--- src/rtl/uart_tx_fifo_reader_if.sv ---
// FIFO read-port bundle between the async FIFO (slave) and its read-side consumer (master).
// The master drives the pop strobe. The FIFO side drives the empty flag and the registered read data.
interface uart_tx_fifo_reader_if #(
    parameter int unsigned Data_Width = 8
);
    logic                  rinc;
    logic                  rempty;
    logic [Data_Width-1:0] rdata;

    modport master (output rinc, input rempty, input rdata);
    modport slave  (input rinc, output rempty, output rdata);
endinterface

--- src/rtl/uart_tx_fifo_reader.sv ---
// Pops bytes from the async FIFO read port and serializes each one as a UART frame on txd.
// Frame: start bit, LSB-first data bits, optional parity bit, then 1 or 2 stop bits.
module uart_tx_fifo_reader #(
    parameter int unsigned Data_Width   = 8,
    parameter int unsigned CLKS_PER_BIT = 16,
    parameter int unsigned PARITY_EN    = 0,
    parameter int unsigned PARITY_ODD   = 0,
    parameter int unsigned STOP_BITS    = 1
) (
    input  logic                  rclk,
    input  logic                  rrst,
    input  logic                  tx_en,
    uart_tx_fifo_reader_if.master fifo,
    output logic                  txd,
    output logic                  busy,
    output logic                  frame_done
);
    localparam int unsigned BAUD_W = $clog2(CLKS_PER_BIT);
    localparam int unsigned BIT_W  = $clog2(Data_Width + 1);

    localparam logic [BAUD_W-1:0] BAUD_LAST = BAUD_W'(CLKS_PER_BIT - 1);
    localparam logic [BIT_W-1:0]  DATA_LAST = BIT_W'(Data_Width - 1);
    localparam logic [BIT_W-1:0]  STOP_LAST = BIT_W'(STOP_BITS - 1);

    typedef enum logic [2:0] {
        IDLE,
        FETCH,
        LOAD,
        START,
        DATA,
        PARITY,
        STOP
    } state_t;

    state_t                state;
    logic [BAUD_W-1:0]     baud;
    logic [BIT_W-1:0]      bit_cnt;
    logic [Data_Width-1:0] shift;
    logic                  parity_bit;
    logic [Data_Width-1:0] shift_next;

    assign shift_next = shift >> 1;

    // Frame sequencer: every output is a register updated alongside the state.
    always_ff @(posedge rclk or posedge rrst) begin
        if (rrst) begin
            state      <= IDLE;
            baud       <= '0;
            bit_cnt    <= '0;
            shift      <= '0;
            parity_bit <= 1'b0;
            txd        <= 1'b1;
            fifo.rinc  <= 1'b0;
            busy       <= 1'b0;
            frame_done <= 1'b0;
        end else begin
            fifo.rinc  <= 1'b0;
            frame_done <= 1'b0;
            case (state)
                IDLE: begin
                    txd <= 1'b1;
                    if (tx_en && !fifo.rempty) begin
                        state     <= FETCH;
                        fifo.rinc <= 1'b1;
                        busy      <= 1'b1;
                    end
                end
                FETCH: begin
                    state <= LOAD;
                end
                // The FIFO's read data is registered, so the popped entry is valid one cycle after the pop.
                LOAD: begin
                    shift      <= fifo.rdata;
                    parity_bit <= (^fifo.rdata) ^ (PARITY_ODD != 0);
                    baud       <= '0;
                    txd        <= 1'b0;
                    state      <= START;
                end
                START: begin
                    if (baud == BAUD_LAST) begin
                        baud    <= '0;
                        bit_cnt <= '0;
                        txd     <= shift[0];
                        state   <= DATA;
                    end else begin
                        baud <= baud + BAUD_W'(1);
                    end
                end
                DATA: begin
                    if (baud == BAUD_LAST) begin
                        baud  <= '0;
                        shift <= shift_next;
                        if (bit_cnt == DATA_LAST) begin
                            bit_cnt <= '0;
                            if (PARITY_EN != 0) begin
                                txd   <= parity_bit;
                                state <= PARITY;
                            end else begin
                                txd   <= 1'b1;
                                state <= STOP;
                            end
                        end else begin
                            bit_cnt <= bit_cnt + BIT_W'(1);
                            txd     <= shift_next[0];
                        end
                    end else begin
                        baud <= baud + BAUD_W'(1);
                    end
                end
                PARITY: begin
                    if (baud == BAUD_LAST) begin
                        baud    <= '0;
                        bit_cnt <= '0;
                        txd     <= 1'b1;
                        state   <= STOP;
                    end else begin
                        baud <= baud + BAUD_W'(1);
                    end
                end
                // bit_cnt counts stop bits here, so a two-stop-bit frame reuses the same baud period.
                STOP: begin
                    if (baud == BAUD_LAST) begin
                        baud <= '0;
                        if (bit_cnt == STOP_LAST) begin
                            bit_cnt    <= '0;
                            busy       <= 1'b0;
                            frame_done <= 1'b1;
                            state      <= IDLE;
                        end else begin
                            bit_cnt <= bit_cnt + BIT_W'(1);
                        end
                    end else begin
                        baud <= baud + BAUD_W'(1);
                    end
                end
                default: begin
                    state <= IDLE;
                end
            endcase
        end
    end
endmodule

--- src/flat_wrapper.sv ---
// flat-port wrapper written by rule: the top's interface ports become plain ports
module uart_tx_fifo_reader_flat 
#(
    parameter int unsigned Data_Width   = 8,
    parameter int unsigned CLKS_PER_BIT = 16,
    parameter int unsigned PARITY_EN    = 0,
    parameter int unsigned PARITY_ODD   = 0,
    parameter int unsigned STOP_BITS    = 1
)
  (rclk, rrst, tx_en, txd, busy, frame_done, fifo_rinc, fifo_rempty, fifo_rdata);
  uart_tx_fifo_reader_if #(.Data_Width(Data_Width)) fifo_i ();
  input  logic rclk;
  input  logic rrst;
  input  logic tx_en;
  output logic txd;
  output logic busy;
  output logic frame_done;
  output wire logic [$bits(fifo_i.rinc)-1:0] fifo_rinc;
  input wire logic [$bits(fifo_i.rempty)-1:0] fifo_rempty;
  input wire logic [$bits(fifo_i.rdata)-1:0] fifo_rdata;
  assign fifo_rinc = fifo_i.rinc;
  assign fifo_i.rempty = fifo_rempty;
  assign fifo_i.rdata = fifo_rdata;
  uart_tx_fifo_reader #(.Data_Width(Data_Width), .CLKS_PER_BIT(CLKS_PER_BIT), .PARITY_EN(PARITY_EN), .PARITY_ODD(PARITY_ODD), .STOP_BITS(STOP_BITS)) u_core (.rclk(rclk), .rrst(rrst), .tx_en(tx_en), .fifo(fifo_i), .txd(txd), .busy(busy), .frame_done(frame_done));
endmodule
--- config.mk ---
export PLATFORM = sky130hd
export DESIGN_NAME = uart_tx_fifo_reader_flat
export DESIGN_NICKNAME = d
export VERILOG_FILES = /design/src/rtl/uart_tx_fifo_reader_if.sv /design/src/rtl/uart_tx_fifo_reader.sv /design/src/flat_wrapper.sv
export SDC_FILE = /design/constraint.sdc
export NUM_CORES = 1
export LEC_CHECK = 0
export CORE_UTILIZATION = 30
export CTS_CLUSTER_SIZE = 20
export DETAILED_ROUTE_END_ITERATION = 16
export GPL_TIMING_DRIVEN = 0
export REMOVE_ABC_BUFFERS = 1
export SYNTH_ARGS = -nofsm -noshare
export SYNTH_HDL_FRONTEND = slang
export SYNTH_SLANG_ARGS = --single-unit
export TNS_END_PERCENT = 5
--- constraint.sdc ---
create_clock -name rclk -period 2.6 [get_ports rclk]
set_input_delay 0.39 -clock rclk [delete_from_list [all_inputs] [get_ports rclk]]
set_output_delay 0.39 -clock rclk [all_outputs]
set_load 0.01 [all_outputs]
==> flow_summary.json <==
{
  "synth_top_cell_by_area": "dfrtp_1",
  "p_total_uw": 633.5,
  "core_area_um2": 4414,
  "drt-total-wl_um": 2970,
  "cts_tree": "done",
  "use_met3_pct": 1.587,
  "final_area_um2": 1599,
  "drt.antenna.violating_nets": 0,
  "critPathArrivalTime_ns": 2.20,
  "multi_input_area_um2": 734.5,
  "drcViolationCount": 0,
  "p_leak_uw": 0.0006740,
  "synthMuxAreaShare_pct": 11.35,
  "synth_xor_xnor_area_share_pct": 0.6306,
  "finalSetupTns_ns": 0,
  "synth_cell_types": 47,
  "ios": 16,
  "postSynthCellCount": 141,
  "synth_seq_cells": 23,
  "grt_use_total_pct": 12.81,
  "numCtsBuffers": 3,
  "cts_setup_buffers": 0,
  "synth_compound_area_share_pct": 19.10,
  "via_per_inst": 5.255,
  "path_common_cell": "mux2_2",
  "fill_cells": 425,
  "status": "complete, no violations",
  "clk_pin_slew_worst_paths_ns": 0.09,
  "clock_skew_ns": 0.002309,
  "numPortBuffers": 15,
  "gr-total-overflow": 0,
  "slowest_stage": "dfrtp_1",
  "cp_cell_sequence": "nand2b_4 -> nor2_2 -> mux2_2 -> mux2_2",
  "power_density_nw_per_um2": 396.2,
  "rsz0062_at_grt": "false",
  "area_growth_syn_to_layout_pct": 15.13,
  "fin_crit_ns": 2.049,
  "syn_area_per_cell_um2": 9.850,
  "vdd_drop_max_mv": 0.1927,
  "slew_violations": 0,
  "synth_top_area_share_pct": 39.64,
  "maxCapViolCount": 0,
  "final_util_pct": 36.22,
  "fmax_mhz": 487.9,
  "start_kind": "register",
  "clock_sinks": 23,
  "route.vias.total": 1072,
  "synthTopCellsByArea": "dfrtp_1 (40%), mux2_2 (11%), o21ai_0 (4.0%)",
  "synth-simple-area-share_pct": 19.10,
  "synth_top_family_by_area": "simple AND/OR/NAND/NOR gates",
  "max-slew-margin-rel_pct": 40.76,
  "clkLatencyLatePin_ns": 0.26,
  "nets": 168,
  "setup_viol": 0,
  "gp_congestion": 0.8075,
  "antenna_found_initial": 0,
  "synth_adder_area_share_pct": 2.703,
  "initial_core_util_pct": 31.46,
  "crit_type": "register to register",
  "grt_pass1_wl_um": 5037,
  "grt_max_degree": 25,
  "placed_cell_area_um2": 1553,
  "antenna_cells": 0,
  "dp_hpwl_um": 2148,
  "cpPeakStageDelay_ns": 0.88,
  "seqCellArea_um2": 576.8,
  "cts_root_buf": "clkbuf_8",
  "htreeDepth": 1,
  "met2_usage_pct": 20.94,
  "cts-resized-gates": 0,
  "final_layout_size_suffix_gt1_share_pct": 17.11,
  "hold_viol": 0,
  "worst_slew_pin_slew_ns": 0.8876,
  "busiest_layer": "met2",
  "initialDrtViolationCount": 45,
  "cp.required_ns": 2.76,
  "worstHoldPathType": "register to register",
  "path_max_fanout": 24,
  "ys_warn_count": 0,
  "holdBufCountCts": 0,
  "clockBufferDepth": 2,
  "seq_area_frac_synth_pct": 41.53,
  "grt_pass1_vias": 1036,
  "use_met1_pct": 16.88,
  "drt-pass1-iter-count": 4,
  "rows": 24,
  "die_area_um2": 4906,
  "die_y_um": 70.04,
  "wl_per_cell_um": 14.56,
  "netlist_area_um2": 1389,
  "crit_path_end_kind": "register",
  "die_w_um": 70.04,
  "min_period_over_period_pct": 78.83
}
-- layer usage --
metal	part of all wire [%]	wire (µm)
met1	45	1343
met2	51	1511
met4	1.0	30
met5	0	0
met3	2.9	85
-- synth_stat cells (all sizes together) --
cell type  count
dfrtp         22
mux2          14
nand2         12
o21ai         11
a21oi         10
buf            8
nor2           8
inv            7
nand3          5
a211oi         3
ha             3
nand2b         3
o22ai          3
a22oi          2
a31oi          2
and3           2
and4           2
nor2b          2
nor3           2
a2111oi        1
a21boi         1
a21o           1
a221oi         1
a32oi          1
and2           1
and2b          1
and3b          1
dfstp          1
nand3b         1
nand4bb        1
nor3b          1
nor4           1
nor4b          1
nor4bb         1
o21a           1
o221ai         1
o31ai          1
o32ai          1
xor2           1
-- flip-flops by register name, summed over array words and instances, names as in the netlist --
name and cells:
u_core.shift 8, u_core.baud 4, u_core.bit_cnt 4, u_core.state 3
u_core.busy 1, u_core.fifo.rinc 1, u_core.frame_done 1, u_core.txd 1
-- kinds of logic after synthesis --
kind of cell / after synthesis
and+or+nand+nor: 45
AOI/OAI and AO/OA: 40
DFF: 23
buffers and inverters: 15
muxes: 14
adders and majority gates: 3
xor gates and xnor gates: 1
-- where the power goes --
part | internal (µW) | switching [µW] | total [µW]
clock | 107 | 120 | 227
combinational | 24.3 | 14.2 | 38.5
sequential | 364 | 3.49 | 368
total | 496 | 138 | 633
-- cells in the final DEF (no fill, tap or decap), types with 2 or more instances in the layout --
cell and instances:
a211oi_1 3, a21oi_1 9, a22oi_1 2, a31oi_1 2, and3_1 2, and4_1 2
clkbuf_8 3, clkdlybuf4s50_1 15, dfrtp_1 22, ha_1 3, inv_1 6, mux2_2 14
nand2_1 10, nand2b_1 2, nand3_1 5, nor2_1 7, nor2b_1 2, nor3_1 2
o21ai_0 11, o22ai_1 3
-- cell type report --
| type | instances | area share [%] |
|---|---|---|
| Multi-Input combinational cell | 103 | 45.93 |
| Sequential cell | 23 | 36.07 |
| Timing Repair Buffer | 15 | 9.390 |
| Tap cell | 52 | 4.069 |
| Clock buffer | 3 | 2.582 |
| Inverter | 7 | 1.643 |
| Clock inverter | 1 | 0.3130 |
-- path summary, 6_finish.rpt --
path / start / endpoint / slack (ns) / cells after the start
max in group asynchronous: rrst / u_core.bit_cnt[0]$_DFFE_PP0P_ / 1.45 / 2
min in group asynchronous: rrst / u_core.fifo.rinc$_DFF_PP0_ / 0.61 / 2
setup / recovery: u_core.state[2]$_DFFE_PP0P_ / u_core.shift[4]$_DFFE_PP0P_ / 0.55 / 4
setup reg to reg: u_core.state[2]$_DFFE_PP0P_ / u_core.shift[4]$_DFFE_PP0P_ / 0.55 / 4
hold / removal: u_core.shift[6]$_DFFE_PP0P_ / u_core.shift[6]$_DFFE_PP0P_ / 0.51 / 1
hold reg to reg: u_core.shift[6]$_DFFE_PP0P_ / u_core.shift[6]$_DFFE_PP0P_ / 0.51 / 1
-- metrics by stage --
step	hold WS [ns]	instances	setup WS, ns
6_report	0.5111	204	0.5505
5_1_grt	0.5364	204	0.4495
4_1_cts	0.5143	204	0.5716
3_5_place_dp	0.4932	200	0.5653
3_3_place_gp	0.4841	200	0.6444
2_1_floorplan	0.3912	133	0.8556
-- worst max-delay path, delay by kind of cell, from the launching register on --
| family | cells | cell delay [ns] |
|---|---|---|
| flip-flops | 1 | 0.88 |
| AND/OR/NAND/NOR | 2 | 0.40 |
| multiplexers | 2 | 0.65 |
(Power assumes the default switching activity.)
